<file path="src/rtl/debounce_pulse_pkg.sv">
// Shared definitions for the push-button debounce slice: FSM state
// encoding and default timing constants.
package debounce_pulse_pkg;

    // Bit 1 of the encoding equals the debounced level in that state.
    typedef enum logic [1:0] {
        IDLE_LOW  = 2'b00,
        WAIT_HIGH = 2'b01,
        IDLE_HIGH = 2'b11,
        WAIT_LOW  = 2'b10
    } db_state_t;

    localparam int DEF_SYNC_STAGES   = 2;
    localparam int DEF_STABLE_CYCLES = 1000000;
    localparam int DEF_CNT_WIDTH     = 20;

endpackage

</file>
<file path="src/rtl/debounce_pulse_sync_chain.sv">
// N-flop synchroniser for an asynchronous single-bit input.
// Resets to 0; the last stage is the only output.
module sync_chain #(
    parameter int STAGES = 2
) (
    input  logic clk,
    input  logic rst,
    input  logic d,
    output logic q
);

    logic [STAGES-1:0] ff_r;

    // Shift the raw input through the flop chain.
    always_ff @(posedge clk or posedge rst) begin
        if (rst) begin
            ff_r <= {STAGES{1'b0}};
        end else begin
            ff_r <= {ff_r[STAGES-2:0], d};
        end
    end

    assign q = ff_r[STAGES-1];

endmodule

</file>
<file path="src/rtl/debounce_pulse.sv">
// Push-button conditioner: synchronises btn_in, requires STABLE_CYCLES
// consecutive enabled samples of a new value before accepting it, and
// emits registered level plus single-cycle rise/fall strobes.
module debounce_pulse
    import debounce_pulse_pkg::*;
#(
    parameter int SYNC_STAGES   = DEF_SYNC_STAGES,
    parameter int STABLE_CYCLES = DEF_STABLE_CYCLES,
    parameter int CNT_WIDTH     = DEF_CNT_WIDTH
) (
    input  logic clk,
    input  logic rst,
    input  logic btn_in,
    input  logic smp_en,
    output logic btn_level,
    output logic btn_rise,
    output logic btn_fall
);

    localparam logic [CNT_WIDTH-1:0] CNT_ZERO = {CNT_WIDTH{1'b0}};
    localparam logic [CNT_WIDTH-1:0] CNT_ONE  = CNT_WIDTH'(1);
    localparam logic [CNT_WIDTH-1:0] CNT_LAST = CNT_WIDTH'(STABLE_CYCLES - 1);

    logic                 btn_sync_s;
    db_state_t            state_r;
    db_state_t            state_next_s;
    logic [CNT_WIDTH-1:0] cnt_r;
    logic [CNT_WIDTH-1:0] cnt_next_s;
    logic                 at_last_s;
    logic                 level_next_s;
    logic                 rise_next_s;
    logic                 fall_next_s;
    logic                 level_r;
    logic                 rise_r;
    logic                 fall_r;

    sync_chain #(
        .STAGES (SYNC_STAGES)
    ) u_sync (
        .clk (clk),
        .rst (rst),
        .d   (btn_in),
        .q   (btn_sync_s)
    );

    assign at_last_s = (cnt_r == CNT_LAST);

    // FSM state and stability counter registers.
    always_ff @(posedge clk or posedge rst) begin
        if (rst) begin
            state_r <= IDLE_LOW;
            cnt_r   <= CNT_ZERO;
        end else begin
            state_r <= state_next_s;
            cnt_r   <= cnt_next_s;
        end
    end

    // Next state / counter: advance only on enabled samples; a bounce or
    // an accept clears the counter, so it never wraps.
    always_comb begin
        state_next_s = state_r;
        cnt_next_s   = cnt_r;
        if (smp_en) begin
            case (state_r)
                IDLE_LOW: begin
                    if (btn_sync_s) begin
                        state_next_s = WAIT_HIGH;
                        cnt_next_s   = CNT_ONE;
                    end else begin
                        state_next_s = IDLE_LOW;
                        cnt_next_s   = CNT_ZERO;
                    end
                end
                WAIT_HIGH: begin
                    if (!btn_sync_s) begin
                        state_next_s = IDLE_LOW;
                        cnt_next_s   = CNT_ZERO;
                    end else if (at_last_s) begin
                        state_next_s = IDLE_HIGH;
                        cnt_next_s   = CNT_ZERO;
                    end else begin
                        state_next_s = WAIT_HIGH;
                        cnt_next_s   = cnt_r + CNT_ONE;
                    end
                end
                IDLE_HIGH: begin
                    if (!btn_sync_s) begin
                        state_next_s = WAIT_LOW;
                        cnt_next_s   = CNT_ONE;
                    end else begin
                        state_next_s = IDLE_HIGH;
                        cnt_next_s   = CNT_ZERO;
                    end
                end
                WAIT_LOW: begin
                    if (btn_sync_s) begin
                        state_next_s = IDLE_HIGH;
                        cnt_next_s   = CNT_ZERO;
                    end else if (at_last_s) begin
                        state_next_s = IDLE_LOW;
                        cnt_next_s   = CNT_ZERO;
                    end else begin
                        state_next_s = WAIT_LOW;
                        cnt_next_s   = cnt_r + CNT_ONE;
                    end
                end
                default: begin
                    state_next_s = IDLE_LOW;
                    cnt_next_s   = CNT_ZERO;
                end
            endcase
        end else begin
            state_next_s = state_r;
            cnt_next_s   = cnt_r;
        end
    end

    // Output decode: strobes fire only on the accepting transition.
    always_comb begin
        rise_next_s  = smp_en && (state_r == WAIT_HIGH) && btn_sync_s && at_last_s;
        fall_next_s  = smp_en && (state_r == WAIT_LOW) && !btn_sync_s && at_last_s;
        level_next_s = level_r;
        if (rise_next_s) begin
            level_next_s = 1'b1;
        end else if (fall_next_s) begin
            level_next_s = 1'b0;
        end else begin
            level_next_s = level_r;
        end
    end

    // Registered outputs; strobes self-clear because the FSM has left the
    // WAIT state by the following cycle.
    always_ff @(posedge clk or posedge rst) begin
        if (rst) begin
            level_r <= 1'b0;
            rise_r  <= 1'b0;
            fall_r  <= 1'b0;
        end else begin
            level_r <= level_next_s;
            rise_r  <= rise_next_s;
            fall_r  <= fall_next_s;
        end
    end

    assign btn_level = level_r;
    assign btn_rise  = rise_r;
    assign btn_fall  = fall_r;

endmodule

</file>
<file path="config.mk">
export PLATFORM = sky130hd
export DESIGN_NAME = debounce_pulse
export DESIGN_NICKNAME = d
export VERILOG_FILES = /design/src/rtl/debounce_pulse_pkg.sv /design/src/rtl/debounce_pulse_sync_chain.sv /design/src/rtl/debounce_pulse.sv
export SDC_FILE = /design/constraint.sdc
export NUM_CORES = 1
export LEC_CHECK = 0
export ABC_AREA = 1
export CORE_AREA = 3 3 63 65
export CTS_CLUSTER_SIZE = 16
export DETAILED_ROUTE_END_ITERATION = 10
export DIE_AREA = 0 0 66 68
export MAX_ROUTING_LAYER = met4
export PLACE_DENSITY = 0.62
export SYNTH_ARGS = -nofsm -noshare
export SYNTH_HDL_FRONTEND = slang
export SYNTH_HIERARCHICAL = 1
export SYNTH_SLANG_ARGS = --single-unit
</file>
<file path="constraint.sdc">
create_clock -name clk -period 1.71 [get_ports clk]
set_input_delay 0.171 -clock clk [delete_from_list [all_inputs] [get_ports clk]]
set_output_delay 0.171 -clock clk [all_outputs]
set_load 0.02 [all_outputs]
</file>
### Word-level counts from Yosys, hierarchy flattened

Index checks and enable logic that the tools add are counted.

* input bits: 4
* output and inout port bits: 3
* flip-flop bits (word level): 27

* mux-type cells: 15
* add/sub/neg operators: 1
* eq/ne operators: 4
* reductions and logical operators: 9

Operator list (count)
* case mux 20 bit (4 select lines): 1
* two-way mux 20 bit: 3
* adder 20 x 1 -> 20 bit (second input constant): 1
* equality test 20 bit (second input constant): 1
* two-way mux 2 bit: 4
* case mux 2 bit (4 select lines): 1
* logical AND 1 bit: 6
* two-way mux 1 bit: 6
* equality test 2 bit (second input constant): 2
* equality test 2 x 1 -> 1 bit (second input constant): 1
* zero test 2 bit: 1
* nonzero test 2 bit: 1
* zero test 1 bit: 1

### Depth between registers and ports, before layout

Gate-level depths: netlist of run 1.

* word-level depth: 6
* mapped depth: 11

### Modules after synthesis

The synthesis of run 1 kept the hierarchy.

Modules (own cells, without submodules)
* debounce_pulse: seq. area each 625.6 µm², cells an instance 205, instances 1, area each 1487.7 µm²
* sync_chain: seq. area each 50.0 µm², cells an instance 3, instances 1, area each 53.8 µm²

### Worst setup path before layout of run 1

OpenSTA, ideal clock, no wires.

* path type: register to register
* start: register cnt_r[0]
* end: register cnt_r[14]
* path buffers: 0
* path slack: 330 ps
* arrival time: 1261 ps
* cell stages (with the launch flop): 9
* cells stage by stage: dfrtp_1 -> ha_1 -> nand3_2 -> inv_2 -> nand2_2 -> nor3_4 -> nand2_2 -> xor2_1 -> nor2_2

* word-level cells in the longest chain between the ends: 4
* elaborated cells between the ends (all ways): 6
* those cells by class: add/sub: 1; eq/ne: 1; mux: 4

RTL lines
* start, declared: line debounce_pulse.sv:27 `logic [CNT_WIDTH-1:0] cnt_r;`
* start signal, assigned: line debounce_pulse.sv:55 `cnt_r <= cnt_next_s;`
* adder 20 x 1 -> 20 bit / equality test 20 bit (equally long branches): line debounce_pulse.sv:84, debounce_pulse.sv:105, debounce_pulse.sv:46
* two-way mux 20 bit (*): line debounce_pulse.sv:79, debounce_pulse.sv:100
* two-way mux 20 bit, on equally long branches: line debounce_pulse.sv:97, debounce_pulse.sv:76
* case mux 20 bit (4 select lines) (*): line debounce_pulse.sv:65 `case (state_r)`

Every way passes the cells marked *; elsewhere a longest branch is shown, timed or not.
A chain may end at the register's enable or synchronous reset.

### Final worst setup path of run 1

* start: register cnt_r[1]
* end: register cnt_r[12]

The elaborated chain is that of the path after synthesis.

==> results list, run 1 <==
- The run finished with clean final reports.
* Sink Count: 27
- Worst-case headroom to the max-slew limit: 79.3%
- Root cell of the clock tree: sky130_fd_sc_hd__clkbuf_4
- TritonCTS built the clock tree.
- Total wirelength of the detailed-routed design: 2.94 mm
* Number of nets produced by synthesis: 213
- In this run the deepest clock path goes through 2 buffers.
* Netlist cell types: 24
- Port buffering added 6 buffers.
- HPWL after DPL: 2.29 mm
* Multiplexer area fraction after synthesis: 0%
* Fmax achieved: 642 MHz
* Global-route wire length before repair: 5.35 mm
- For this run, design rule violations remaining after detail routing come to 0.
* Required time at the worst-slack endpoint: 1.94 ns
* Number of DRC markers in iteration 0: 48
* Crit path launch: cnt_r[1]
- Area fraction in and, or, nand and nor cells after synthesis: 37.8%
- Once layout is done, the placed cells without fillers occupy 0.00171 mm2.
- Dividing the detail-routed via count by the number of cells gives 4.72.
- In this run the number of H-tree levels came out at 1.
* Setup crit end kind: flop
- Final standard cell utilization of the core: 50.5%
* Die boundary width: 66 um
- Crit path arrival time: 1.79 ns
* Worst vdd ir: 0.265 mV
- After Yosys synthesis, XOR and XNOR cells account for 5.11% of the synthesized area.
- Fraction of layout instances using a drive strength above 1: 15.5%
- In this run, CTS created clock tree buffers numbering 3.
- Die footprint: 0.00449 mm2
- Leaving out fill and tap cells, the most frequent cell in the layout is sky130_fd_sc_hd__nand2_1.
- The library cells used most frequently in the layout, excluding fill and tap cells, are sky130_fd_sc_hd__nand2_1, sky130_fd_sc_hd__nor2_1, sky130_fd_sc_hd__dfrtp_1, sky130_fd_sc_hd__inv_1, sky130_fd_sc_hd__nand3_1.
- Worst R2R Start: cnt_r[1]
- The cell area that synthesis handed to floorplanning was 0.00154 mm2.
- By area, the combinational part of the netlist is dominated by simple AND/OR/NAND/NOR gates.
* Area growth from synthesis to final layout: 11.1%
- Category of the worst setup path launch point: flop
- Of the synthesized area, sequential elements account for 43.8%.
- Once placement finished, the instance area stood at 0.00167 mm2.
* Maximum number of pins on one net before global-route repair: 26
- Actual slew at the worst max-slew pin: 0.311 ns
- Global routing consumed, over all layers together, 15.9% of the routing resources.
- By startpoint and endpoint, the worst setup path is classified as reg -> reg.
* Number of nets in the finished design: 226
- Setup Total Neg Slack: 0 ns
* Adder-cell area share of the yosys netlist: 0.812%
- Setup violations remaining at the end of the flow were counted as 0.
* Count of endpoints failing hold in the final timing report: 0
- The worst path uses 91.1% of the clock period.
- After detailed routing, the average wire length per cell comes to 11.0 um.
* Yosys Warn Count: 6
- Compound-Gate Fraction of Synth Area: 3.65%
- Core box area: 0.00339 mm2
- Clock-pin slew on the worst setup and hold paths: 0.14 ns
- Total inserted antenna cells: 0
- In this run the vertical extent of the chip is 68 um.
- After technology mapping, the gate count stands at 208.
* Weighted congestion reported at the end of routability-driven placement: 0.905
- Number of max-slew violations in the final report: 0
- The number of global-route vias before repair was 1,174.
* Top-Level Pins: 7
* Worst-Skew Late Latency: 0.32 ns
- Clock skew on the completed layout was measured at 0.00382 ns.
* Class of the tightest hold or removal check: in -> reg
- Setup repair after global routing left no endpoint under its margin.
- The tool flagged a number of max-cap violations equal to 0.
- The routed layout has 1,256 vias.
* Number of antenna violations at the first check in global routing: 0
* Flip-flop and latch count after synthesis: 27
- Worst Min Path Start: btn_in
- After floorplanning, the core was divided into 21 placement rows.
- A synthesized cell averages 7.41 um2.
- Starting density of the core: 45.5%
- Residual overflow from global routing: 0
- In this run the remaining antenna-violating nets after routing total 0.
* Maximum fanout along the worst path: 4
- Clock period minus worst slack: 1.56 ns
- PwrDens: 594 mW/mm2
* Static Leak: 0.000801 uW
- Pre-antenna DRT Iters: 4
-- flip-flops by register name, indices dropped and copies added, names as in the netlist --
name and count:
btn_fall 1, cnt_r 20, u_sync/ff_r 2, btn_level 1, btn_rise 1, state_r 2
-- worst paths after layout --
path / endpoint / slack, ns / depth (start not counted)
max: cnt_r[12] / 0.15 / 8
min: u_sync/ff_r[0] / 0.27 / 1
max reg2reg: cnt_r[12] / 0.15 / 8
min reg2reg: u_sync/ff_r[1] / 0.37 / 0
max in group asynchronous: cnt_r[0] / 0.68 / 4
min in group asynchronous: u_sync/ff_r[0] / 0.57 / 3
-- power breakdown --
part,internal [uW],switching (uW)
combinational,27.3,53.1
clock,89.4,188
sequential,649,11.0
total,766,252
-- cells in the mapped netlist --
master | instances | share of area [%]
sky130_fd_sc_hd__nand3_1 | 17 | 5.5
sky130_fd_sc_hd__xnor2_1 | 2 | 1.1
sky130_fd_sc_hd__a31oi_1 | 1 | 0.41
sky130_fd_sc_hd__inv_1 | 23 | 5.6
sky130_fd_sc_hd__inv_2 | 9 | 2.2
sky130_fd_sc_hd__nand2_1 | 53 | 13
sky130_fd_sc_hd__xor2_1 | 7 | 4.0
sky130_fd_sc_hd__nor3_4 | 1 | 1.1
sky130_fd_sc_hd__nor3_1 | 5 | 1.6
sky130_fd_sc_hd__ha_1 | 1 | 0.81
sky130_fd_sc_hd__nor2_2 | 8 | 3.2
sky130_fd_sc_hd__a21oi_1 | 1 | 0.32
sky130_fd_sc_hd__nor3b_1 | 1 | 0.49
sky130_fd_sc_hd__nand2_2 | 3 | 1.2
sky130_fd_sc_hd__nor3_2 | 2 | 1.3
sky130_fd_sc_hd__clkbuf_1 | 1 | 0.24
sky130_fd_sc_hd__nand3_2 | 2 | 1.3
sky130_fd_sc_hd__o21ai_0 | 7 | 2.3
sky130_fd_sc_hd__nand4_1 | 4 | 1.6
sky130_fd_sc_hd__o21ai_1 | 2 | 0.65
sky130_fd_sc_hd__buf_6 | 1 | 0.73
sky130_fd_sc_hd__dfrtp_1 | 27 | 44
sky130_fd_sc_hd__nand3b_1 | 1 | 0.49
sky130_fd_sc_hd__nor2_1 | 29 | 7.1
-- what timing repair did --
item                                   4_1_cts  5_1_grt
setup endpoints to repair                    0       15
endpoints found under the hold margin        2        0
buffers inserted                             0        0
gates resized for setup                      0        4
hold buffers                                 1        0
-- logic make-up after synthesis --
logic type / count (synthesis)
buffers and inverters: 34
and+or+nand+nor: 126
AOI/OAI and AO/OA: 11
DFF: 27
xor gates and xnor gates: 9
adders and majority gates: 1
-- metrics by stage --
stage	power [uW]	instances	setup WS, ns	hold slack [ns]
global placement	750	261	0.120	0.332
detailed placement	750	261	0.105	0.336
CTS	1040	266	0.0935	0.254
global route	1080	266	0.00587	0.250
floorplan	722	208	0.330	-0.0878
finish	1020	266	0.152	0.274
-- metal layers --
| layer | global-route usage (%) | vias to the layer above | part of all wire [%] |
|---|---|---|---|
| met2 | 22.4 | 27 | 42 |
| met1 | 23.0 | 550 | 51 |
| li1 | - | 671 | - |
| met3 | 1.97 | 8 | 4.5 |
| met5 | - | - | 0 |
| met4 | 6.60 | 0 | 2.4 |
-- cell type report --
class                           instances  area, um2
Fill cell                             330       1680
Multi-Input combinational cell        147        733
Sequential cell                        27        677
Inverter                               32        123
Timing Repair Buffer                   10       92.6
Tap cell                               46       57.6
Clock buffer                            3       22.5
Clock inverter                          1       7.51
-- critical path: stages, from the launching register on --
cell	delay (ns)
sky130_fd_sc_hd__dfrtp_1	0.44
sky130_fd_sc_hd__ha_1	0.23
sky130_fd_sc_hd__nand3_2	0.12
sky130_fd_sc_hd__inv_2	0.08
sky130_fd_sc_hd__nand2_2	0.07
sky130_fd_sc_hd__nor2_2	0.18
sky130_fd_sc_hd__nand2_1	0.12
sky130_fd_sc_hd__nor3_1	0.15
sky130_fd_sc_hd__nor3_1	0.07
Power figures use the tool's default switching activity.
==> inputs of run 2 (changes only) <==
--- a/config.mk
+++ b/config.mk
@@ -6,12 +6,12 @@
 export NUM_CORES = 1
 export LEC_CHECK = 0
 export ABC_AREA = 1
+export CAP_MARGIN = 40
 export CORE_AREA = 3 3 63 65
 export CTS_CLUSTER_SIZE = 16
 export DETAILED_ROUTE_END_ITERATION = 10
 export DIE_AREA = 0 0 66 68
 export MAX_ROUTING_LAYER = met4
-export PLACE_DENSITY = 0.62
 export SYNTH_ARGS = -nofsm -noshare
 export SYNTH_HDL_FRONTEND = slang
 export SYNTH_HIERARCHICAL = 1
==> run 2 against run 1 <==
Fmax hardly changed. Critical path depth unchanged. Clock power decreased by 3%. Highest routed layer unchanged. Largest cell class unchanged. Critical endpoint is now cnt_r[3]. Non-clock buffer count unchanged.
==> results list, run 2 (synthesis gave the netlist of run 1 again) <==
* Run status: finished, final reports clean (unchanged)
* Crit path arrival time: 1.77 ns (was 1.79 ns)
- Worst Hold Margin: 0.290 ns (was 0.274 ns)
* Category of the worst setup path launch point: flop (unchanged)
- The leakage power figure is 0.000803 uW (was 0.000801 uW).
* Fmax achieved: 642 MHz (about the same)
- The most common cell after layout, fill and taps aside was sky130_fd_sc_hd__nand2_1 (unchanged).
- Unrepaired setup endpoints after global routing: no (unchanged).
- The minimum setup slack among reg-to-reg paths came to 0.15 ns (about the same).
* CP Buf/Inv Count: 1 (unchanged)
* Worst vdd ir: 0.443 mV (was 0.265 mV)
* Vias in the first global route: 1,301 (was 1,174)
- The leftover overflow at the end of global routing came to 0 (unchanged).
* Root cell of the clock tree: sky130_fd_sc_hd__clkbuf_4 (unchanged)
- Routed Antenna Nets: 0 (unchanged)
- The average vias per placed instance was 4.92 (was 4.72).
* Worst-case headroom to the max-slew limit: 79.4% (was 79.3%)
* CP Class: reg -> reg (unchanged)
- The maximum number of pins on one net before global-route repair was 26 (unchanged).
- The number of DRC violations after detailed routing came to 0 (unchanged).
- Total wirelength of the detailed-routed design: 3.09 mm (was 2.94 mm)
- Sequence of cells on the critical path: ha_1 > nand3_2 > nor2_1 > nand3b_1 > nand2_1 > nand2_2 > inv_2 > nor2_1 (was ha_1 > nand3_2 > inv_2 > nand2_2 > nor2_2 > nand2_1 > nor3_1 > nor3_1).
- Worst R2R Start: cnt_r[1] (unchanged)
* Worst-Skew Late Latency: 0.32 ns (about the same)
- Top reg by flops: cnt_r (unchanged)
- Clock period minus worst slack: 1.56 ns (about the same)
- The post-CTS setup buffer count came to 0 (unchanged).
- Post-cts resize count: 0 (unchanged)
- Number of hold buffers added after CTS: 1 (unchanged)
* Setup Total Neg Slack: 0 ns (unchanged)
- Weighted congestion reported at the end of routability-driven placement: 0.955 (was 0.905)
- Worst Hold Path EP: u_sync/ff_r[0] (unchanged)
- The count of buffers from port buffering is 6 (unchanged).
- Count of endpoints failing hold in the final timing report: 0 (unchanged)
- Global Route Usage Sum: 16.6% (was 15.9%)
- The number of detailed-route iterations in the first pass was 4 (unchanged).
* Number of flip-flops under the largest register name: 20 (unchanged)
* Top delay family on crit path: simple AND/OR/NAND/NOR gates (unchanged)
* Slowest CP cell: sky130_fd_sc_hd__dfrtp_1 (unchanged)
- The sum of net half-perimeters after detailed placement is 2.43 mm (was 2.29 mm).
* Sink Count: 27 (unchanged)
- Clock-pin slew on the worst setup and hold paths: 0.13 ns (was 0.14 ns)
- The reg-to-reg endpoint is cnt_r[3] (was cnt_r[12]).
- Clock tree from TritonCTS: yes (unchanged)
* Commonest cells after routing, fill and taps aside: sky130_fd_sc_hd__nand2_1, sky130_fd_sc_hd__nor2_1, sky130_fd_sc_hd__dfrtp_1, sky130_fd_sc_hd__inv_1, sky130_fd_sc_hd__nand3_1 (unchanged)
* Required time at the worst-slack endpoint: 1.92 ns (was 1.94 ns)
- The power density normalized to cell area is 593 mW/mm2 (was 594 mW/mm2).
- The path length in cells of the critical path was 8 (unchanged).
- The count of inserted antenna diode cells came to 0 (unchanged).
- The footprint of the flip-flops and latches was 676 um2 (was 677 um2).
- Period utilisation layout: 91.1% (about the same)
* Worst Slack Setup Final: 0.153 ns (was 0.152 ns)
* Area of the multi-input gates: 731 um2 (was 733 um2)
- Clock Skew: 0.00954 ns (was 0.00382 ns)
* Place WS: 0.160 ns (was 0.105 ns)
- The total design power came to 1010 uW (was 1020 uW).
- The total number of vias is 1,310 (was 1,256).
* Number of antenna violations at the first check in global routing: 0 (unchanged)
* Final Instance Area: 0.00170 mm2 (was 0.00171 mm2)
* Actual slew at the worst max-slew pin: 0.307 ns (was 0.311 ns)
* Maximum buffer depth of the clock tree: 2 (unchanged)
- The net count reported at finish was 226 (unchanged).
- Mean routed wirelength per cell: 11.6 um (was 11.0 um)
- The cell repeated most along the worst path is sky130_fd_sc_hd__nor2_1 (was sky130_fd_sc_hd__nor3_1).
- The highest net fanout along the worst path came to 12 (was 4).
- Number of max-slew violations in the final report: 0 (unchanged)
- The total die area was 0.00449 mm2 (unchanged).
- The fraction of layout cells with a size suffix above 1 is 14.1% (was 15.5%).
- Worst hold stages: 1 (unchanged)
- The number of CTS-inserted buffers came to 3 (unchanged).
- The number of fill cells in the layout was 330 (unchanged).
* Starting density of the core: 45.5% (unchanged)
- The area added between synthesis and finish was 10.5% (was 11.1%).
* Max-cap violations: 0 (unchanged)
* Peak per-stage delay on the critical path: 0.42 ns (was 0.44 ns)
- The final count of negative-setup-slack endpoints is 0 (unchanged).
- Number of DRC markers in iteration 0: 143 (was 48)
- The number of levels the H-tree was split into is 1 (unchanged).
- The wire length of the first global-routing pass is 5.60 mm (was 5.35 mm).
* Area post-placement: 0.00167 mm2 (unchanged)
- Die span in y: 68 um (unchanged)
- The chip width is 66 um (unchanged).
- Top-Level Pins: 7 (unchanged)
- The worst min-delay path category is in -> reg (unchanged).
- Registers with the highest flip-flop counts: cnt_r: 20 flops, state_r: 2 flops, u_sync/ff_r: 2 flops (unchanged).
- The number of core rows was 21 (unchanged).
* Core box area: 0.00339 mm2 (unchanged)
- The hold path startpoint was btn_in (unchanged).
- The endpoint type of the worst setup path is a flop (unchanged).
- Cell depth of the worst flop-to-flop path: 8 (unchanged)
-- run 2: layer usage --
| metal | wire, um | track usage [%] |
|---|---|---|
| met1 | 1470 | 20.3 |
| met2 | 1480 | 28.3 |
| met3 | 119 | 3.94 |
| met4 | 13 | 3.81 |
| met5 | 0 | - |
-- run 2: layout make-up --
cell class	instances	share of cell area, %
clock buffer	4	1.54
inverter	32	7.05
timing repair buffer	10	5.44
tap	46	3.38
sequential	27	39.7
multi-input combinational	147	42.9
-- run 2: how the worst max path moves through the flow --
stage / endpoint / start
after CTS: cnt_r[13] / cnt_r[1]
after global placement: cnt_r[12] / smp_en
after floorplan: cnt_r[14] / cnt_r[0]
final: cnt_r[3] / cnt_r[1]
after global routing: cnt_r[13] / cnt_r[10]
after detailed placement: cnt_r[12] / smp_en
-- run 2: through the flow --
stage / cells / util (%)
after CTS: 266 / 50.2
final: 266 / 50.2
after global routing: 266 / 50.2
after global placement: 261 / 49.2
after detailed placement: 261 / 49.2
after floorplan: 208 / -
-- run 2: power by group --
group / total (uW) / leakage, uW / switching, uW / internal, uW
clock network: 268 / 0.0000150 / 177 / 91.3
registers: 657 / 0.000367 / 8.33 / 649
logic: 83.9 / 0.000422 / 55.4 / 28.5
==> inputs of run 3 (changes only) <==
--- a/config.mk
+++ b/config.mk
@@ -7,11 +7,12 @@
 export LEC_CHECK = 0
 export ABC_AREA = 1
 export CAP_MARGIN = 40
-export CORE_AREA = 3 3 63 65
+export CORE_AREA = 3 3 57 59
 export CTS_CLUSTER_SIZE = 16
 export DETAILED_ROUTE_END_ITERATION = 10
-export DIE_AREA = 0 0 66 68
+export DIE_AREA = 0 0 60 62
 export MAX_ROUTING_LAYER = met4
+export PLACE_DENSITY = 0.72
 export SYNTH_ARGS = -nofsm -noshare
 export SYNTH_HDL_FRONTEND = slang
 export SYNTH_HIERARCHICAL = 1
==> run 3 against run 2 <==
Fmax is 0.20% higher. Count of clock-buffer cells in the layout stayed put. Highest routed layer unchanged. Clock power is 4% higher. Critical path type unchanged.
==> results list, run 3 (synthesis gave the netlist of run 1 again) <==
- The relative max-transition margin came to 79.0% (was 79.4%).
- The startpoint type of the worst setup path is a flop (unchanged).
- The number of fill cells in the layout came to 252 (was 330).
- PwrDens: 607 mW/mm2 (was 593 mW/mm2)
- The met2 usage in global routing is 33.0% (was 28.3%).
* Required time at the worst-slack endpoint: 1.93 ns (was 1.92 ns)
* Port-buffer cells: 6 (unchanged)
- Maximum buffer depth of the clock tree: 2 (unchanged)
- The wire length of the first global-routing pass came to 5.59 mm (was 5.60 mm).
* Count of endpoints failing hold in the final timing report: 0 (unchanged)
- The worst path arrival time was 1.77 ns (about the same).
- The met1 demand-to-capacity share in global routing was 26.5% (was 20.3%).
- Sequence of cells on the critical path: ha_1 > nand3_2 > nor2_1 > nand3b_1 > nand2_1 > nand2_2 > inv_2 > nor2_1 (unchanged).
- Root cell of the clock tree: sky130_fd_sc_hd__clkbuf_4 (unchanged)
- Top delay family on crit path: simple AND/OR/NAND/NOR gates (unchanged)
* Clock period minus worst slack: 1.55 ns (was 1.56 ns)
* Total wirelength of the detailed-routed design: 3.30 mm (was 3.09 mm)
- Number of nets in the finished design: 225 (was 226)
- Number of max-slew violations in the final report: 0 (unchanged)
* Total inserted antenna cells: 0 (unchanged)
* Met3 track utilization from global routing: 2.69% (was 3.94%)
- Fmax achieved: 643 MHz (was 642 MHz)
- Die footprint: 0.00372 mm2 (was 0.00449 mm2)
- Most common cell after layout, fill and taps aside: sky130_fd_sc_hd__nand2_1 (unchanged)
- Worst vdd ir: 0.506 mV (was 0.443 mV)
- The top-level I/O count is 7 (unchanged).
- Class of the tightest hold or removal check: in -> async (was in -> reg)
* Peak per-stage delay on the critical path: 0.44 ns (was 0.42 ns)
* CP Buf/Inv Count: 1 (unchanged)
* Maximum number of pins on one net before global-route repair: 26 (unchanged)
- The number of antenna violations at the first check in global routing is 0 (unchanged).
* Registers with the highest flip-flop counts: cnt_r: 20 flops, state_r: 2 flops, u_sync/ff_r: 2 flops (unchanged)
* Static Leak: 0.000797 uW (was 0.000803 uW)
- Clock Skew: 0.00296 ns (was 0.00954 ns)
- Pre-antenna DRT Iters: 4 (unchanged)
- PnR Total Power: 1020 uW (was 1010 uW)
- Worst Slack Setup Final: 0.156 ns (was 0.153 ns)
- The setup slack after placement is 0.0523 ns (was 0.160 ns).
* Total CTS buffers: 3 (unchanged)
* Clock tree from TritonCTS: yes (unchanged)
* Sink Count: 27 (unchanged)
* Weighted congestion reported at the end of routability-driven placement: 0.963 (was 0.955)
- The worst-case hold slack was 0.00777 ns (was 0.290 ns).
* Commonest cells after routing, fill and taps aside: sky130_fd_sc_hd__nand2_1, sky130_fd_sc_hd__nor2_1, sky130_fd_sc_hd__dfrtp_1, sky130_fd_sc_hd__inv_1, sky130_fd_sc_hd__nand3_1 (unchanged)
- Number of placement rows: 19 (was 21)
- Final standard cell utilization of the core: 60.8% (was 50.2%)
- Via count: 1,333 (was 1,310)
* Die boundary width: 60 um (was 66 um)
- Starting density of the core: 55.9% (was 45.5%)
* Period utilisation layout: 90.9% (was 91.1%)
* Detailed-route DRC error count: 0 (unchanged)
- Run status: finished, final reports clean (unchanged)
- The endpoint type of the worst setup path is a flop (unchanged).
- The vertical die dimension came to 62 um (was 68 um).
- The number of violations of the max-capacitance limit was 0 (unchanged).
- The layer carrying the most global-route usage is met2 (unchanged).
* Reg-to-reg slack, setup: 0.16 ns (was 0.15 ns)
- The wire length per cell came to 13.2 um (was 11.6 um).
- The clock input transition at the sequential cells of the worst setup and hold paths came to 0.14 ns (was 0.13 ns).
* Setup violations, final: 0 (unchanged)
- The number of global-route vias before repair is 1,278 (was 1,301).
- The critical path's slowest cell is sky130_fd_sc_hd__dfrtp_2 (was sky130_fd_sc_hd__dfrtp_1).
- Number of H-tree levels: 1 (unchanged)
* CP Class: reg -> reg (unchanged)
- Actual slew at the worst max-slew pin: 0.315 ns (was 0.307 ns)
- The overall fraction of global-route tracks in use is 20.6% (was 16.6%).
* Number of flip-flops under the largest register name: 20 (unchanged)
- Residual overflow from global routing: 0 (unchanged)
* HPWL after DPL: 2.54 mm (was 2.43 mm)
- Setup Total Neg Slack: 0 ns (unchanged)
* Worst-Skew Late Latency: 0.32 ns (about the same)
- The count of antenna-violating nets left after detailed routing came to 0 (unchanged).
- The cell repeated most along the worst path is sky130_fd_sc_hd__nor2_1 (unchanged).
* Unrepaired setup endpoints after global routing: no (unchanged)
- The number of DRC violations after detailed-routing iteration 0 is 102 (was 143).
- The placeable core area is 0.00276 mm2 (was 0.00339 mm2).
- The register name with the most flops was cnt_r (unchanged).
- Area growth from synthesis to final layout: 8.85% (was 10.5%)
* Via density: 5.33 (was 4.92)
* Maximum fanout along the worst path: 12 (unchanged)
- Fraction of layout instances using a drive strength above 1: 15.1% (was 14.1%)
## run 3: through the flow
step                      instances  instance area, um2
after floorplan                 208                1540
after global placement          246                1650
after detailed placement        246                1650
after CTS                       250                1670
after global routing            250                1680
final                           250                1680
## run 3: path summary, 6_finish.rpt
| path | startpoint | end | cells past startpoint |
|---|---|---|---|
| min in group clk | btn_in | u_sync/ff_r[0] | 1 |
| hold reg to reg | u_sync/ff_r[0] | u_sync/ff_r[1] | 0 |
| setup / recovery | cnt_r[0] | cnt_r[11] | 8 |
| hold / removal | rst | u_sync/ff_r[1] | 2 |
| setup reg to reg | cnt_r[0] | cnt_r[11] | 8 |
| max in group asynchronous | rst | cnt_r[0] | 3 |
## run 3: where the power goes
| part | switching (uW) | total (uW) | internal (uW) |
|---|---|---|---|
| Clock | 188 | 279 | 91.4 |
| Combinational | 53.5 | 78.8 | 25.4 |
| Sequential | 11.1 | 661 | 649 |
## run 3: final cells by class
class                      instances  area, um2  area share, %
clock buffer                       4       26.3           1.57
inverter                          32        120           7.16
multi-input combinational        147        733           43.7
sequential                        27        677           40.3
tap                               31       38.8           2.31
timing repair buffer               9       82.6           4.92
## run 3: layer usage
metal	vias to the layer above	wire [um]
met4	0	33
met5	-	0
met1	629	1540
met2	31	1620
met3	4	118
li1	669	-
## run 3: timing repair
action,in CTS,in global routing
buffers inserted,0,0
hold buffers,0,0
setup endpoints to repair,0,3
resized for setup,0,2
==> edit 1 (config.mk and constraints of run 1) <==
Re-encode `db_state_t` (4 states) as one-hot, 4 bits wide.
--- a/src/rtl/debounce_pulse_pkg.sv
+++ b/src/rtl/debounce_pulse_pkg.sv
@@ -3,11 +3,11 @@
 package debounce_pulse_pkg;
 
     // Bit 1 of the encoding equals the debounced level in that state.
-    typedef enum logic [1:0] {
-        IDLE_LOW  = 2'b00,
-        WAIT_HIGH = 2'b01,
-        IDLE_HIGH = 2'b11,
-        WAIT_LOW  = 2'b10
+    typedef enum logic [3:0] {
+        IDLE_LOW  = 4'b0001,
+        WAIT_HIGH = 4'b0010,
+        IDLE_HIGH = 4'b0100,
+        WAIT_LOW  = 4'b1000
     } db_state_t;
 
     localparam int DEF_SYNC_STAGES   = 2;
Function: same outputs for any inputs over 10 cycles, from zero or initial values and one cycle with rst high; not proved beyond that.
==> edit 1 against run 1 <==
- count of clock-buffer cells in the layout rose by 4
- design area rose by 20%
- critical path depth rose by 1
- routed wire length rose by 25%
- critical path type unchanged
- worst hold slack got worse by 0.24 ns
- sequential cell count rose by 2
- area after synthesis rose by 12%
- clock skew rose by 0.0091 ns
- worst setup slack got worse by 0.026 ns
- die area did not move
- sequential share of layout area fell by 4.1 points
- critical endpoint is now cnt_r[5]
Power is not compared: it rests on default switching activity, and its combinational part moved more than twofold at a synthesized area within 25%.
==> edit 1: results (changes against run 1) <==
POST_SYNTH_XOR_AREA_FRACTION=0.0556  # was 0.0511
YOSYSUNIQUECELLTYPES=25  # was 24
TIMING.CRITICAL_PATH.SLOWEST_CELL_DELAY_NS=0.39  # was 0.44 ns
TIMING.REG2REG.SETUP_SLACK_NS=0.13  # was 0.15 ns
CTS_INSERTED_BUFFERS=5  # was 3
WORSTREGTOREGCELLS=9  # was 8
CLKSLEWWORSTSETUPHOLDPATHS_NS=0.11  # was 0.14 ns
GRT.MET2_USAGE=0.324  # was 0.224
SYNTH_TOP_CELLS_BY_COUNT='sky130_fd_sc_hd__nand2_1 (67), sky130_fd_sc_hd__inv_1 (31), sky130_fd_sc_hd__dfrtp_1 (28), sky130_fd_sc_hd__nor2_1 (26), sky130_fd_sc_hd__nand3_1 (17)'  # was sky130_fd_sc_hd__nand2_1 (53), sky130_fd_sc_hd__nor2_1 (29), sky130_fd_sc_hd__dfrtp_1 (27), sky130_fd_sc_hd__inv_1 (23), sky130_fd_sc_hd__nand3_1 (17)
REGTOREGENDPOINT='cnt_r[5]'  # was cnt_r[12]
SYNTH.NET_COUNT=239  # was 213
HOLD_PATH_CLASS='in2async'  # was in2reg
SHARE_OF_LAYOUT_CELLS_ABOVE_DRIVE_STRENGTH_1=0.188  # was 0.155
CLOCK_LATENCY_NS=0.33
ROUTEDWLPERCELL_UM=12.0  # was 11.0 µm
N_FILL_CELL=313  # was 330
NNETSFINAL=264  # was 226
YS_TOP_CELLS_BY_AREA='sky130_fd_sc_hd__dfrtp_1 (40%), sky130_fd_sc_hd__nand2_1 (15%), sky130_fd_sc_hd__inv_1 (6.7%)'  # was sky130_fd_sc_hd__dfrtp_1 (44%), sky130_fd_sc_hd__nand2_1 (13%), sky130_fd_sc_hd__nor2_1 (7.1%)
GRT_PASS1_WL_UM=6640  # was 5350 µm
SYNTH-ADDER-AREA-SHARE=0.00723  # was 0.00812
GR-USAGE-MET3=0.0575  # was 0.0197
VIAS_PER_CELL=4.98  # was 4.72
GRT.TOTAL_USAGE=0.202  # was 0.159
OUTCOME='complete, no violations'  # unchanged
GRT_MAX_DEGREE=18  # was 26
PATH_MAX_FANOUT=5  # was 4
FIRST_ITER_VIOLATIONS=101  # was 48
GP_CONGESTION=0.873  # was 0.905
SYNTH_SEQ_AREA_SHARE=0.420  # was 0.438
TIMING.CLOCK.SKEW_NS=0.0129  # was 0.00382 ns
DETAILED_PLACE_HPWL_UM=2800  # was 2290 µm
-- edit 1: cell count changes in the layout (fill, tap and decap cells not counted), moves of 3 or more --
cell / run 1 / this run
sky130_fd_sc_hd__inv_2: 8 / 0
sky130_fd_sc_hd__nor2_4: 0 / 3
sky130_fd_sc_hd__o21ai_2: 0 / 11
sky130_fd_sc_hd__nand2_1: 53 / 67
sky130_fd_sc_hd__buf_4: 3 / 14
sky130_fd_sc_hd__nor2_2: 9 / 4
sky130_fd_sc_hd__nor2_1: 28 / 25
sky130_fd_sc_hd__o21ai_0: 7 / 13
sky130_fd_sc_hd__inv_1: 23 / 31
sky130_fd_sc_hd__nor3_1: 5 / 2
-- edit 1: cells by family (layout without fill, tap and decap cells) --
family	Yosys count	in the layout
simple gates	128	128
xor+xnor	11	11
fa+ha+maj	1	1
buf+inv	34	60
compound gates	31	31
flops	29	29
-- edit 1: metal layers --
layer	share of wire	wire length [µm]
met5	0	0
met4	0.010	38
met3	0.039	141
met2	0.46	1690
met1	0.49	1790
-- edit 1: timing repair --
| item | 4_1_cts | 5_1_grt |
|---|---|---|
| setup endpoints to repair | 1 | 20 |
| resized for setup | 1 | 7 |
| cloned | 0 | 0 |
| pin swaps | 0 | 2 |
| buffers inserted | 0 | 5 |
| hold endpoints to repair | 0 | 0 |
-- edit 1: worst max path at each step --
| stage | start | slack (ns) | endpoint | cells past startpoint |
|---|---|---|---|---|
| 2_1_floorplan | cnt_r[0] | 0.23 | cnt_r[6] | 9 |
| 3_3_place_gp | cnt_r[0] | 0.03 | cnt_r[2] | 8 |
| 3_5_place_dp | cnt_r[0] | -0.03 | cnt_r[2] | 8 |
| 4_1_cts | cnt_r[0] | 0.01 | cnt_r[5] | 9 |
| 5_1_grt | cnt_r[1] | -0.04 | state_r[2] | 8 |
| 6_report | cnt_r[1] | 0.13 | cnt_r[5] | 9 |
-- edit 1: per-stage QoR --
| stage | total power, W | hold slack, ns | cells | setup WS (ns) |
|---|---|---|---|---|
| after global routing | 0.00156 | 0.0146 | 306 | -0.0385 |
| final | 0.00148 | 0.0376 | 306 | 0.126 |
| after CTS | 0.00147 | 0.0126 | 301 | 0.0123 |
| after detailed placement | 0.000970 | 0.336 | 293 | -0.0322 |
| after global placement | 0.000960 | 0.338 | 293 | 0.0330 |
| after floorplan | 0.000909 | -0.0878 | 234 | 0.230 |
-- edit 1: final cells by class --
class,instances,area [µm²],area share
clock buffers,7,65.1,0.0317
clock inverters,1,5.00,0.00244
inverters,31,116,0.0566
multi-input cells,171,898,0.437
flip-flops and latches,29,727,0.354
well taps,46,57.6,0.0280
repair buffers,21,185,0.0901
-- edit 1: power by group --
part | internal [W] | leakage, nW | switching, W
clock | 0.000238 | 0.0413 | 0.000255
combinational | 0.0000898 | 0.523 | 0.000135
sequential | 0.000727 | 0.393 | 0.0000319
==> edit 2 (settings of run 1) <==
Made on the original files. The package constant `DEF_STABLE_CYCLES` goes from 1000000 to 500000.
--- a/src/rtl/debounce_pulse_pkg.sv
+++ b/src/rtl/debounce_pulse_pkg.sv
@@ -11,7 +11,7 @@
     } db_state_t;
 
     localparam int DEF_SYNC_STAGES   = 2;
-    localparam int DEF_STABLE_CYCLES = 1000000;
+    localparam int DEF_STABLE_CYCLES = 500000;
     localparam int DEF_CNT_WIDTH     = 20;
 
 endpackage
Check against the original RTL: no difference found for any inputs over 10 cycles, from zero or initial values and one cycle with rst high; that may be too few to reach the edited logic, so the function may still have changed.
==> edit 2 against run 1 <==
- synthesized cell count shrank 7.7%
- sequential cell count is the same
- critical path depth did not move
- first-iteration DRC count rose by 44%
- worst setup slack better by 0.025 ns
- routed wire length is 1.9% higher
- combinational power increased by 24%
- area after synthesis is 3.2% lower
- design area decreased by 2.9%
- total power increased by 1.5%
- critical endpoint is now cnt_r[18]
- largest power group unchanged
==> edit 2: results (changes against run 1) <==
OUTCOME='complete, no violations'  # unchanged
HOLD_PATH.STARTPOINT='btn_in'  # unchanged
WORST-ENDPOINT-ARRIVAL_NS=1.77  # was 1.79 ns
DETAIL_ROUTE.FIRST_PASS.ITERATIONS=4  # unchanged
YS_TOP_CELLS_BY_AREA='sky130_fd_sc_hd__dfrtp_1 (45%), sky130_fd_sc_hd__nand2_1 (10%), sky130_fd_sc_hd__nor2_1 (9.3%)'  # was sky130_fd_sc_hd__dfrtp_1 (44%), sky130_fd_sc_hd__nand2_1 (13%), sky130_fd_sc_hd__nor2_1 (7.1%)
PLACED_CELLS=244  # was 261
SYNTH_TOP_CELLS_BY_COUNT='sky130_fd_sc_hd__nand2_1 (40), sky130_fd_sc_hd__nor2_1 (37), sky130_fd_sc_hd__dfrtp_1 (27), sky130_fd_sc_hd__inv_1 (22), sky130_fd_sc_hd__nand3_1 (11)'  # was sky130_fd_sc_hd__nand2_1 (53), sky130_fd_sc_hd__nor2_1 (29), sky130_fd_sc_hd__dfrtp_1 (27), sky130_fd_sc_hd__inv_1 (23), sky130_fd_sc_hd__nand3_1 (17)
SYNTH.NET_COUNT=197  # was 213
DETAILED_PLACE_HPWL_UM=2270  # was 2290 µm
VIAS_IN_THE_FIRST_GLOBAL_ROUTE=1165  # was 1174
GRT_MAX_DEGREE=26  # unchanged
DRT_WL_TOTAL_UM=2990  # was 2940 µm
VDD_IR_DROP_MAX_mV=0.338  # was 0.265 mV
TIMING.CLOCK.SKEW_NS=0.0120  # was 0.00382 ns
CLOCK_TREE.ROOT_CELL='sky130_fd_sc_hd__clkbuf_4'  # unchanged
PATH_MAX_FANOUT=16  # was 4
CTS_INSERTED_BUFFERS=3  # unchanged
SHARE_OF_LAYOUT_CELLS_ABOVE_DRIVE_STRENGTH_1=0.127  # was 0.155
CELLINTERNALPOWER_W=0.000779  # was 0.000766 W
LARGEST_REGISTERS='cnt_r (20), state_r (2), u_sync/ff_r (2)'  # unchanged
TIMING.CRITICAL_PATH.FROM_TYPE='register'  # unchanged
FIRST_ITER_VIOLATIONS=69  # was 48
NNETSFINAL=211  # was 226
PLACE_WS_NS=0.0714  # was 0.105 ns
ANTENNA_FOUND_INITIAL=0  # unchanged
ANTENNA-DIODE-COUNT=0  # unchanged
VIAS_PER_CELL=4.85  # was 4.72
GP_CONGESTION=0.795  # was 0.905
HOLD_PATH_CLASS='in2reg'  # unchanged
YOSYSUNIQUECELLTYPES=28  # was 24
LEAKAGEPOWER_nW=0.719  # was 0.801 nW
SYNTH_SEQ_AREA_SHARE=0.453  # was 0.438
POST_SYNTH.CELL_AREA_AVG_UM2=7.77  # was 7.41 µm²
N_FILL_CELL=333  # was 330
CLKSLEWWORSTSETUPHOLDPATHS_NS=0.15
GRT.TOTAL_USAGE=0.160  # was 0.159
TIMING.MAX_SLEW.REL_SLACK=0.786  # was 0.793
GRT_PASS1_WL_UM=5280  # was 5350 µm
INSTANCES_NO_FILL=251  # was 266
==> edit 2: cell families after synthesis <==
family / after synthesis / synth area share
buffers and inverters: 30 / 0.0839
and+or+nand+nor: 114 / 0.359
DFF: 27 / 0.453
adders and majority gates: 1 / 0.00839
xor gates and xnor gates: 9 / 0.0529
AOI/OAI and AO/OA: 11 / 0.0428
==> edit 2: per-layer routing <==
layer  track usage  part of all wire  vias to the layer above
li1              -                 -                      629
met1         0.207              0.49                      578
met2         0.258              0.48                        9
met3        0.0394             0.021                        2
met4        0.0305            0.0080                        0
met5             -                 0                        -
==> edit 2: what timing repair did <==
| item | in CTS | in global routing |
|---|---|---|
| resized for setup | 0 | 1 |
| hold buffers | 1 | 0 |
| hold endpoints to repair | 2 | 0 |
| endpoints found under the setup margin | 0 | 5 |
| setup buffers | 0 | 2 |
==> edit 2: area by class of cell <==
| type | count | area, µm² | area share |
|---|---|---|---|
| clock buffers | 4 | 26.3 | 0.0158 |
| inverters | 28 | 113 | 0.0677 |
| multi-input cells | 135 | 691 | 0.415 |
| flip-flops and latches | 27 | 676 | 0.406 |
| well taps | 46 | 57.6 | 0.0346 |
| repair buffers | 11 | 100 | 0.0602 |
==> edit 2: stage by stage <==
stage          instance area [µm²]   util
3_5_place_dp                  1610  0.475
4_1_cts                       1650  0.485
2_1_floorplan                 1490      -
6_report                      1660  0.491
5_1_grt                       1660  0.491
3_3_place_gp                  1610  0.475
==> edit 2: path summary, 6_finish.rpt <==
kind	end	slack (ns)	cells after the start
max	cnt_r[18]	0.18	8
min	u_sync/ff_r[0]	0.28	1
max reg2reg	cnt_r[18]	0.18	8
min reg2reg	u_sync/ff_r[1]	0.38	0
max in group asynchronous	state_r[0]	0.69	4
min in group asynchronous	u_sync/ff_r[1]	0.57	3
==> edit 2: power groups by stage <==
stage          clock network [W]  logic (W)  registers, W
2_1_floorplan                  0  0.0000602      0.000673
3_3_place_gp                   0  0.0000850      0.000673
3_5_place_dp                   0  0.0000894      0.000674
4_1_cts                 0.000284  0.0000916      0.000662
5_1_grt                 0.000315   0.000115      0.000662
6_report                0.000272   0.000100      0.000660
